**src/rtl/seq_hit_monitor_if.sv**
```systemverilog
// Hit input, clear and status outputs of the hit monitor as one bundle.
// master drives hit/clr and observes status; slave is the monitor itself.
interface seq_hit_monitor_if #(
  parameter int CNT_W = 16,
  parameter int GAP_W = 8
);
  logic             hit;
  logic             clr;
  logic [CNT_W-1:0] hit_count;
  logic [GAP_W-1:0] last_gap;
  logic             gap_valid;
  logic             burst_alarm;
  logic             alarm_pulse;
  logic [1:0]       state_o;

  modport master (
    output hit, clr,
    input  hit_count, last_gap, gap_valid, burst_alarm, alarm_pulse, state_o
  );

  modport slave (
    input  hit, clr,
    output hit_count, last_gap, gap_valid, burst_alarm, alarm_pulse, state_o
  );
endinterface

```
**src/rtl/seq_hit_monitor.sv**
```systemverilog
// Counts single-cycle detector hits, measures inter-hit gap, raises a sticky burst alarm.
// Latency 1 cycle (all outputs registered); no backpressure, every hit is sampled.
module seq_hit_monitor #(
  parameter int CNT_W   = 16,
  parameter int GAP_W   = 8,
  parameter int BURST_N = 4,
  parameter int WINDOW  = 16
) (
  input  logic             clk,
  input  logic             reset,
  seq_hit_monitor_if.slave mon
);

  generate
    if (BURST_N < 2 || BURST_N > WINDOW || WINDOW < 2) begin : g_param_check
      $error("seq_hit_monitor: illegal BURST_N/WINDOW combination");
    end
  endgenerate

  localparam int WC_W = $clog2(WINDOW);
  localparam int BC_W = $clog2(BURST_N + 1);
  localparam logic [WC_W-1:0]  WC_LAST = WC_W'(WINDOW - 1);
  localparam logic [BC_W-1:0]  BC_LAST = BC_W'(BURST_N - 1);
  localparam logic [CNT_W-1:0] CNT_MAX = '1;
  localparam logic [GAP_W-1:0] GAP_MAX = '1;

  typedef enum logic [1:0] {
    IDLE  = 2'd0,
    WIN   = 2'd1,
    ALARM = 2'd2
  } state_t;

  state_t           state, state_n;
  logic [WC_W-1:0]  wcnt, wcnt_n;
  logic [BC_W-1:0]  bcnt, bcnt_n;
  logic             alarm_rise;

  logic [CNT_W-1:0] hit_count;
  logic [GAP_W-1:0] last_gap;
  logic [GAP_W-1:0] gap_cnt;
  logic             gap_valid;
  logic             burst_alarm;
  logic             alarm_pulse;
  logic             seen;

  // hit_count only returns to zero on reset/clr, so it doubles as "first hit seen"
  assign seen = (hit_count != '0);

  always_ff @(posedge clk) begin
    if (reset || mon.clr) begin
      state <= IDLE;
      wcnt  <= '0;
      bcnt  <= '0;
    end else begin
      state <= state_n;
      wcnt  <= wcnt_n;
      bcnt  <= bcnt_n;
    end
  end

  always_comb begin
    state_n = state;
    wcnt_n  = wcnt;
    bcnt_n  = bcnt;
    case (state)
      IDLE: begin
        if (mon.hit) begin
          state_n = WIN;
          wcnt_n  = WC_W'(1);
          bcnt_n  = BC_W'(1);
        end
      end
      WIN: begin
        if (mon.hit && bcnt == BC_LAST) begin
          state_n = ALARM;
        end else if (wcnt == WC_LAST) begin
          // a hit on the closing cycle neither counts toward nor opens a window
          state_n = IDLE;
          wcnt_n  = '0;
          bcnt_n  = '0;
        end else begin
          wcnt_n = wcnt + 1'b1;
          bcnt_n = bcnt + BC_W'(mon.hit);
        end
      end
      default: begin
      end
    endcase
  end

  assign alarm_rise = (state != ALARM) && (state_n == ALARM);

  always_ff @(posedge clk) begin
    if (reset || mon.clr) begin
      hit_count   <= '0;
      last_gap    <= '0;
      gap_cnt     <= '0;
      gap_valid   <= 1'b0;
      burst_alarm <= 1'b0;
      alarm_pulse <= 1'b0;
    end else begin
      alarm_pulse <= alarm_rise;
      if (alarm_rise) begin
        burst_alarm <= 1'b1;
      end
      if (mon.hit) begin
        if (hit_count != CNT_MAX) begin
          hit_count <= hit_count + 1'b1;
        end
        gap_cnt <= GAP_W'(1);
        if (seen) begin
          last_gap  <= gap_cnt;
          gap_valid <= 1'b1;
        end
      end else if (seen && gap_cnt != GAP_MAX) begin
        gap_cnt <= gap_cnt + 1'b1;
      end
    end
  end

  assign mon.hit_count   = hit_count;
  assign mon.last_gap    = last_gap;
  assign mon.gap_valid   = gap_valid;
  assign mon.burst_alarm = burst_alarm;
  assign mon.alarm_pulse = alarm_pulse;
  assign mon.state_o     = state;

endmodule

```
**src/flat_wrapper.sv**
```systemverilog
// flat-port wrapper written by rule: the top's interface ports become plain ports
module seq_hit_monitor_flat 
#(
  parameter int CNT_W   = 16,
  parameter int GAP_W   = 8,
  parameter int BURST_N = 4,
  parameter int WINDOW  = 16
)
  (clk, reset, mon_hit, mon_clr, mon_hit_count, mon_last_gap, mon_gap_valid, mon_burst_alarm, mon_alarm_pulse, mon_state_o);
  seq_hit_monitor_if #(.CNT_W(CNT_W), .GAP_W(GAP_W)) mon_i ();
  input  logic clk;
  input  logic reset;
  input wire logic [$bits(mon_i.hit)-1:0] mon_hit;
  input wire logic [$bits(mon_i.clr)-1:0] mon_clr;
  output wire logic [$bits(mon_i.hit_count)-1:0] mon_hit_count;
  output wire logic [$bits(mon_i.last_gap)-1:0] mon_last_gap;
  output wire logic [$bits(mon_i.gap_valid)-1:0] mon_gap_valid;
  output wire logic [$bits(mon_i.burst_alarm)-1:0] mon_burst_alarm;
  output wire logic [$bits(mon_i.alarm_pulse)-1:0] mon_alarm_pulse;
  output wire logic [$bits(mon_i.state_o)-1:0] mon_state_o;
  assign mon_i.hit = mon_hit;
  assign mon_i.clr = mon_clr;
  assign mon_hit_count = mon_i.hit_count;
  assign mon_last_gap = mon_i.last_gap;
  assign mon_gap_valid = mon_i.gap_valid;
  assign mon_burst_alarm = mon_i.burst_alarm;
  assign mon_alarm_pulse = mon_i.alarm_pulse;
  assign mon_state_o = mon_i.state_o;
  seq_hit_monitor #(.CNT_W(CNT_W), .GAP_W(GAP_W), .BURST_N(BURST_N), .WINDOW(WINDOW)) u_core (.clk(clk), .reset(reset), .mon(mon_i));
endmodule
```
**config.mk**
```make
export PLATFORM = sky130hd
export DESIGN_NAME = seq_hit_monitor_flat
export DESIGN_NICKNAME = d
export VERILOG_FILES = /design/src/rtl/seq_hit_monitor_if.sv /design/src/rtl/seq_hit_monitor.sv /design/src/flat_wrapper.sv
export SDC_FILE = /design/constraint.sdc
export NUM_CORES = 1
export LEC_CHECK = 0
export ABC_AREA = 1
export BUFFER_PORTS_ARGS = -buffer_cell sky130_fd_sc_hd__buf_2
export CAP_MARGIN = 15
export CORE_MARGIN = 3
export CORE_UTILIZATION = 55
export DETAILED_ROUTE_END_ITERATION = 8
export PLACE_DENSITY_LB_ADDON = 0.2
export SLEW_MARGIN = 10
export SYNTH_ARGS = -nofsm -noshare
export SYNTH_HDL_FRONTEND = slang
export SYNTH_SLANG_ARGS = --single-unit
export TNS_END_PERCENT = 20
```
**constraint.sdc**
```tcl
create_clock -name clk -period 2 [get_ports clk]
set_input_delay 0.6 -clock clk [delete_from_list [all_inputs] [get_ports clk]]
set_output_delay 0.6 -clock clk [all_outputs]
set_load 0.01 [all_outputs]
```
Word level (Yosys, flattened, before mapping)
Index checks and enable logic that the tools add are counted.
{ "totals": {"register_bits": 44, "out_inout_bits": 29, "elab_cells": 49} }
{ "op_classes": {"addsub": 4, "eq_ne": 9, "mux": 14, "reduce_logical": 12} }
{ "op_table": {"columns": ["cell", "n"], "rows": [
  ["adder 16 x 1 -> 16 bit (second input constant)", 1],
  ["inequality test 16 bit (second input constant)", 1],
  ["nonzero test 16 bit", 1],
  ["two-way mux 4 bit", 3],
  ["two-way mux 3 bit", 3],
  ["adder 8 x 1 -> 8 bit (second input constant)", 1],
  ["inequality test 8 bit (second input constant)", 1],
  ["one-hot mux 4 bit (2 select lines)", 1],
  ["two-way mux 2 bit", 3],
  ["inequality test 2 bit (second input constant)", 3],
  ["one-hot mux 3 bit (2 select lines)", 1],
  ["adder 4 x 1 -> 4 bit (second input constant)", 1],
  ["== test 4 bit (second input constant)", 1],
  ["one-hot mux 2 bit (2 select lines)", 1],
  ["AND reduction 2 bit", 2],
  ["nonzero test 2 bit", 2],
  ["adder 3 x 1 -> 3 bit", 1],
  ["== test 3 x 2 -> 1 bit (second input constant)", 1],
  ["logical AND 1 bit", 3],
  ["AND reduction 3 bit", 1],
  ["== test 2 x 1 -> 1 bit (second input constant)", 1],
  ["== test 2 bit (second input constant)", 1],
  ["logical NOT 2 bit", 1],
  ["two-way mux 1 bit", 2],
  ["2 further kinds", 2]
]} }

Logic depth before layout (Yosys ltp)
Gate-level depths: netlist (run 1).
{ "logic_depth": {"ltp_word": 6, "depth_mapped": 10, "ltp_nobuf": 10} }

Worst setup path after synthesis (run 1)
Ideal clock, no wire load.
{ "synth_timing": {"kind": "input port to flip-flop", "from": "input mon_hit", "to": "register u_core.wcnt[3]", "setup_ns": 0.114, "setup_slack_ns": 0.497, "stages": 10, "t_arrival_ns": 1.390, "n_path_buf": 2, "path_cell_list": "buf_4 > inv_2 > a21oi_1 > nand2_1 > inv_1 > buf_4 > nand2_1 > nand2_1 > nand2_1 > nor2_1"} }
{ "synth_via": {"elab_chain_len": 3, "elab_cells_between_ends": 4, "classes_between": "eq/ne: 2; reduce/logical: 2"} }
{ "synth_lines": {"columns": ["item", "line_no", "source"], "rows": [
  ["start, declared", "flat_wrapper.sv:13", "input wire logic [$bits(mon_i.hit)-1:0] mon_hit;"],
  ["logical AND 1 bit", "seq_hit_monitor.sv:74", "if (mon.hit && bcnt == BC_LAST) begin"],
  ["inequality test 2 bit (no line)", null, null],
  ["AND reduction 3 bit (no line) *", null, null],
  ["end signal, assigned", "seq_hit_monitor.sv:56", "wcnt <= wcnt_n;"],
  ["end, declared", "seq_hit_monitor.sv:34", "logic [WC_W-1:0] wcnt, wcnt_n;"]
]} }
Every way passes the cells marked *; elsewhere a longest branch is shown, timed or not.
A chain may end at the register's enable or synchronous reset.

Worst setup path after layout (run 1)
{ "layout_timing": {"from": "register u_core.hit_count[1] (netlist: u_core.mon.hit_count[1])", "to": "register u_core.hit_count[3] (netlist: u_core.mon.hit_count[3])"} }
{ "layout_via": {"elab_chain_len": 2, "elab_cells_between_ends": 3, "classes_between": "add/sub: 1; eq/ne: 1; reduce/logical: 1"} }
{ "layout_lines": {"columns": ["item", "line_no", "source"], "rows": [
  ["start, declared", "seq_hit_monitor.sv:38", "logic [CNT_W-1:0] hit_count;"],
  ["start signal, assigned", "seq_hit_monitor.sv:108", "hit_count <= hit_count + 1'b1;"],
  ["parallel branches: the longest is 2 deep, another holds adder 16 x 1 -> 16 bit", null, null]
]} }
Several ways; the timed one is not identified.

==> results of run 1 <==
-- layout by cell type (no fill, tap or decap) --
cell type	instances
clkbuf_1	2
nor2_2	7
o21ai_0	17
inv_2	2
nand2_2	5
inv_1	27
nor2_1	66
nand3_1	23
nand2_1	92
and3_1	1
a21oi_2	5
xor2_1	7
a21oi_1	20
clkbuf_8	6
nand4_2	1
buf_4	5
ha_1	6
o21ai_2	1
nor3_1	6
a211oi_1	1
xnor2_1	2
nand3b_1	1
clkinv_1	1
buf_2	32
dfxtp_1	44
nand4_1	4
-- registers in the layout, indices dropped and copies added (netlist names) --
register	flops
u_core.gap_cnt	8
u_core.mon.gap_valid	1
u_core.mon.state_o	2
u_core.wcnt	4
u_core.mon.last_gap	8
u_core.mon.burst_alarm	1
u_core.bcnt	3
u_core.mon.hit_count	16
u_core.mon.alarm_pulse	1
-- power groups by stage --
stage	clock network, mW	registers (mW)	logic (mW)
final	0.562	0.893	0.111
after global routing	0.608	0.895	0.127
after CTS	0.579	0.893	0.111
after detailed placement	0	0.914	0.111
after global placement	0	0.914	0.109
after floorplan	0	0.916	0.0780
-- worst max-delay path, cell delays in order, from the launching register on --
cell and delay (ns):
dfxtp_1 0.40, ha_1 0.24, nand2_1 0.07, nor2_1 0.12
nand2_2 0.11, o21ai_2 0.28, buf_4 0.21, nand2_1 0.06
a21oi_1 0.14
-- layout make-up --
type                            instances  area, sq um  share of cell area
Sequential cell                        44          881               0.338
Clock buffer                            8         90.1              0.0346
Multi-Input combinational cell        265         1260               0.485
Inverter                               30          113              0.0432
Tap cell                               48         60.1              0.0231
Timing Repair Buffer                   37          198              0.0759
-- kinds of logic after synthesis --
group | after synthesis | synth area share
flip-flops | 44 | 0.383
AO/OA/AOI/OAI | 44 | 0.107
adder cells (fa/ha/maj) | 6 | 0.0326
AND/OR/NAND/NOR | 206 | 0.376
buffers and inverters | 37 | 0.0680
XOR/XNOR | 9 | 0.0343
-- per-stage QoR --
| stage | total power, mW | worst slack, ns |
|---|---|---|
| floorplan | 0.994 | 0.497 |
| global placement | 1.02 | 0.285 |
| detailed placement | 1.02 | 0.219 |
| CTS | 1.58 | 0.321 |
| global route | 1.63 | 0.124 |
| finish | 1.57 | 0.310 |
-- how the worst min path moves through the flow --
stage	start	to	slack, ns	cells after the start
final	u_core.mon.gap_valid$_SDFFE_PP0P_	u_core.mon.gap_valid$_SDFFE_PP0P_	0.47	2
after global routing	u_core.wcnt[2]$_SDFFE_PP0P_	u_core.wcnt[2]$_SDFFE_PP0P_	0.48	2
after CTS	u_core.mon.gap_valid$_SDFFE_PP0P_	u_core.mon.gap_valid$_SDFFE_PP0P_	0.47	2
after detailed placement	u_core.mon.gap_valid$_SDFFE_PP0P_	u_core.mon.gap_valid$_SDFFE_PP0P_	0.45	2
after global placement	u_core.mon.burst_alarm$_SDFFE_PP0P_	u_core.mon.burst_alarm$_SDFFE_PP0P_	0.44	2
after floorplan	u_core.wcnt[2]$_SDFFE_PP0P_	u_core.wcnt[2]$_SDFFE_PP0P_	0.44	2
-- layer usage --
metal	share of wire	up-vias	GRT usage
li1	-	1181	-
met5	0	-	0
met1	0.51	995	0.280
met3	0.039	6	0.0298
met4	0.013	0	0.0626
met2	0.44	41	0.323
==> qor.txt, run 1 <==
=================================================================================
Final RePlAce weighted congestion ..................................        0.861
CTS hold repair buffers ............................................            0
Share of the clock period used by the worst path ...................        0.845
Area of all placed cells without fillers ...........................   2610 sq um
Area share of the largest cell type after synthesis ................        0.383
Most frequent cell after synthesis .................................      nand2_1
Sinks on the clock net .............................................           44
Post-synthesis cell count ..........................................          346
Kind of launch point of the worst setup path .......................         flop
Worst Tran Pin Value ...............................................     0.291 ns
Number of hold-slack violations in the final timing report .........            0
Global-route wire length before repair .............................      8380 um
Library cell with the largest summed area after synthesis ..........      dfxtp_1
Number of enable-type register cells in the synthesized netlist ....            0
Portion of the post-synthesis area used by sequential elements .....        0.383
Antenna Violating Nets Remaining ...................................            0
Number of placement rows ...........................................           22
Detailed Place HPWL ................................................      3570 um
Total global routing overflow ......................................            0
Depth of the CTS H-tree ............................................            2
Leakage power summed over all cells ................................      1.14 nW
Vertical die dimension .............................................      70.7 um
Clock share of power ...............................................        0.359
Power Density ......................................................  601 nW/um^2
Mean routed wirelength per cell ....................................      11.2 um
Total negative slack ...............................................         0 ns
Maximum clock frequency ............................................    0.592 GHz
Peak VDD IR ........................................................     0.319 mV
WP data required ...................................................      2.23 ns
Syn nets ...........................................................          356
Smallest hold slack ................................................     0.470 ns
Layout cells sized above 1 .........................................        0.167
Top-level I/O count ................................................           33
Wire length after detailed routing .................................      4850 um
Endpoint of the most critical setup path ........................... u_core.mon.hit_count[3]$_SDFFE_PP0P_
Layout Skew ........................................................   0.00838 ns
Via count ..........................................................         2223
Endpoint class of the critical path ................................         flop
Max-capacitance violation count ....................................            0
Number of global-route vias before repair ..........................         1934
Switching portion of total power ...................................        0.232
Clock Latency Late Sink ............................................      0.29 ns
Floorplan die width ................................................      70.7 um
Final Setup Violations .............................................            0
Commonest cells post-synth ......................................... 92 x nand2_1, 66 x nor2_1, 44 x dfxtp_1
Violation count after the first detailed-routing iteration .........          157
Total global-route track usage .....................................        0.202
Critical path arrival ..............................................      1.92 ns
Post-Place Cell Area ...............................................   2510 sq um
Async set-or-reset flop fraction in the synthesized netlist ........            0
Starting Density ...................................................        0.597
Maximum number of pins on one net before global-route repair .......           20
Ant. Diodes ........................................................            0
Clock tree from TritonCTS ..........................................        built
FF-to-FF End ....................................................... u_core.mon.hit_count[3]$_SDFFE_PP0P_
Number of nets in the final layout .................................          393
Floorplan core area ................................................   3850 sq um
Hold/Removal Path Class ............................................ flop to flop
Part of the total power dissipated in combinational logic ..........        0.071
Post-layout min period .............................................      1.69 ns
Count of warnings emitted by yosys .................................            0
Cell area after synthesis ..........................................   2300 sq um
Type of the worst setup path ....................................... flop to flop
Worst setup slack for register-to-register paths ...................      0.31 ns
Area growth, synth to finish .......................................        13.2%
Initial antenna violation count ....................................            0
Worst flop-to-flop path startpoint ................................. u_core.mon.hit_count[1]$_SDFFE_PP0P_
Post_cts resized ...................................................            0
Setup bufs post-CTS ................................................            0
Post-Syn Area per Cell .............................................   6.65 sq um
Psw ................................................................     0.363 mW
Fin util ...........................................................        0.676
Cell Int Power .....................................................      1.20 mW
Total of fill cells in the finished design .........................          366
Critical path fanouts, max .........................................            7
Final non-filler cell total ........................................          432
Root buffer cell ...................................................     clkbuf_8
Synthesis-stage register bit count .................................           44
Number of buffers created by CTS ...................................            5
Cell depth of the worst flop-to-flop path ..........................            8
Worst relative slew slack ..........................................        0.806
Placed Cells incl. Taps ............................................          424
Unrepaired setup endpoints after global routing ....................        false
Maximum number of buffers from clock root to sink ..................            2
Clock slew seen by the registers of the worst setup and hold paths .      0.08 ns
Sequential cell fraction of total power ............................        0.570
Average via count per standard cell ................................         5.15
Primary flip-flop cell chosen by synthesis mapping .................      dfxtp_1
Drt drc ............................................................            0
Run status .........................................................    completed
Die area ...........................................................   5000 sq um
Port Buf Inserts ...................................................           32
Launching element of the worst setup path .......................... u_core.mon.hit_count[1]$_SDFFE_PP0P_
Total count of max-transition violations in the final report .......            0
TritonRoute pass-1 iters ...........................................            4
Dominant cells by area after synthesis ............................. dfxtp_1 38%, nand2_1 15%, nor2_1 11%
Distinct cell type count after synthesis ...........................           27
=================================================================================
Power figures use the tool's default switching activity.
==> run 2, diff against run 1 <==
--- a/config.mk
+++ b/config.mk
@@ -9,7 +9,7 @@
 export BUFFER_PORTS_ARGS = -buffer_cell sky130_fd_sc_hd__buf_2
 export CAP_MARGIN = 15
 export CORE_MARGIN = 3
-export CORE_UTILIZATION = 55
+export CORE_UTILIZATION = 51
 export DETAILED_ROUTE_END_ITERATION = 8
 export PLACE_DENSITY_LB_ADDON = 0.2
 export SLEW_MARGIN = 10
==> constraint.sdc (replaced) <==
create_clock -name clk -period 1.5 [get_ports clk]
set_input_delay 0.45 -clock clk [delete_from_list [all_inputs] [get_ports clk]]
set_output_delay 0.45 -clock clk [all_outputs]
set_load 0.01 [all_outputs]
==> run 2 against run 1 <==
Net effect:
- global-route usage up 1.4 points
- highest routed layer unchanged
- critical endpoint is now u_core.mon.hit_count[12]$_SDFFE_PP0P_
- non-clock buffer count up 16
- largest power group unchanged
- core utilization up 1.0 points
==> qor.txt, run 2 (synthesis gave the netlist of run 1 again) <==
=================================================================================
Commonest non-fill, non-tap cell in the layout .....................      nand2_1
Peak VDD IR ........................................................     0.445 mV
Via count ..........................................................         2289
Die area ...........................................................   5350 sq um
Area growth, synth to finish .......................................        24.5%
Type of the worst setup path ....................................... flop to flop
Number of buffers created by CTS ...................................            5
Vertical die dimension .............................................      73.2 um
Wire length after detailed routing .................................      5360 um
Global-route wire length before repair .............................      9080 um
Average via count per standard cell ................................         5.09
Port Buf Inserts ...................................................           32
Clock Latency Late Sink ............................................      0.30 ns
Kind of launch point of the worst setup path .......................         flop
Top-level I/O count ................................................           33
WP data required ...................................................      1.72 ns
TritonRoute pass-1 iters ...........................................            4
Mean routed wirelength per cell ....................................      11.9 um
Antenna Violating Nets Remaining ...................................            0
Unrepaired setup endpoints after global routing ....................         true
Maximum clock frequency ............................................    0.685 GHz
Depth of the CTS H-tree ............................................            2
Number of global-route vias before repair ..........................         2069
Total of fill cells in the finished design .........................          364
Layout Skew ........................................................   0.00946 ns
Starting Density ...................................................        0.551
Ant. Diodes ........................................................            0
Number of nets in the final layout .................................          409
Final RePlAce weighted congestion ..................................        0.858
Clock slew seen by the registers of the worst setup and hold paths .      0.08 ns
Setup slack after placement ........................................    -0.162 ns
Share of the clock period used by the worst path ...................        0.974
Maximum number of pins on one net before global-route repair .......           20
CTS hold repair buffers ............................................            0
Layout cells sized above 1 .........................................        0.253
Total global routing overflow ......................................            0
Clock tree from TritonCTS ..........................................        built
Worst relative slew slack ..........................................        0.801
Commonest cells after routing, fill and taps aside ................. 87 x nand2_1, 63 x nor2_1, 37 x dfxtp_1, 32 x buf_2, 27 x inv_1
Run status .........................................................    completed
Endpoint class of the critical path ................................         flop
Post-layout min period .............................................      1.46 ns
Sinks on the clock net .............................................           44
Smallest hold slack ................................................     0.460 ns
Number of hold-slack violations in the final timing report .........            0
Max-capacitance violation count ....................................            0
Final Setup Violations .............................................            0
Power Density ......................................................  809 nW/um^2
Total negative slack ...............................................         0 ns
Largest register FFs ...............................................           16
Floorplan die width ................................................      73.2 um
Critical path arrival ..............................................      1.68 ns
Registers with the highest flip-flop counts ........................ u_core.mon.hit_count x16, u_core.gap_cnt x8, u_core.mon.last_gap x8
Hold/Removal Path Class ............................................ flop to flop
Critical path fanouts, max .........................................            5
Detailed Place HPWL ................................................      3880 um
Root buffer cell ...................................................     clkbuf_8
Drt drc ............................................................            0
Total count of max-transition violations in the final report .......            0
Initial antenna violation count ....................................            0
Total global-route track usage .....................................        0.215
Maximum number of buffers from clock root to sink ..................            2
Violation count after the first detailed-routing iteration .........          157
Worst Tran Pin Value ...............................................     0.298 ns
Number of placement rows ...........................................           23
Post-route setup slack .............................................    0.0395 ns
Leakage power summed over all cells ................................      1.27 nW
Register ranked first by flip-flop count ........................... u_core.mon.hit_count
Floorplan core area ................................................   4170 sq um
=================================================================================
run 2: metrics by stage:
stage / instance area, sq um / utilization / total power, mW / cells
6_report: 2860 / 0.686 / 2.32 / 450
5_1_grt: 2860 / 0.686 / 2.41 / 450
4_1_cts: 2760 / 0.662 / 2.34 / 449
3_5_place_dp: 2630 / 0.630 / 1.37 / 441
3_3_place_gp: 2630 / 0.630 / 1.37 / 441
2_1_floorplan: 2300 / - / 1.33 / 346
run 2: report_power, final:
part / internal (mW) / switching [mW]
Sequential: 1.18 / 0.0119
Clock: 0.545 / 0.413
Combinational: 0.0607 / 0.108
Total: 1.78 / 0.533
run 2: worst paths after layout:
kind	start	endpoint	slack, ns	cells past startpoint
max	u_core.mon.hit_count[0]$_SDFFE_PP0P_	u_core.mon.hit_count[12]$_SDFFE_PP0P_	0.04	8
min	u_core.mon.burst_alarm$_SDFFE_PP0P_	u_core.mon.burst_alarm$_SDFFE_PP0P_	0.46	2
max reg2reg	u_core.mon.hit_count[0]$_SDFFE_PP0P_	u_core.mon.hit_count[12]$_SDFFE_PP0P_	0.04	8
min reg2reg	u_core.mon.burst_alarm$_SDFFE_PP0P_	u_core.mon.burst_alarm$_SDFFE_PP0P_	0.46	2
run 2: what timing repair did:
action | in CTS | in global routing
endpoints found under the setup margin | 19 | 33
pin swaps | 0 | 5
buffers inserted | 0 | 1
gates resized for setup | 4 | 25
run 2: layout make-up:
type                       count  area, sq um  area share
inverter                      30          113      0.0393
tap                           50         62.6      0.0218
sequential                    44          895       0.312
timing repair buffer          53          334       0.117
clock buffer                   6         82.6      0.0288
clock inverter                 2         38.8      0.0135
multi-input combinational    265         1340       0.467
run 2: routing by layer:
metal	vias up	track usage	wire length, um
li1	1210	-	-
met1	1026	0.295	2550
met2	49	0.332	2490
met3	4	0.0579	292
met4	0	0.0615	36
met5	-	0	0
run 2: critical path, cell delays in order (launching register included):
cell and delay [ns]:
dfxtp_4 0.39, ha_4 0.14, nand2_1 0.05, nor2_1 0.12
nand2_2 0.10, buf_4 0.15, nor2_1 0.16, a21oi_1 0.10
nor3_1 0.18
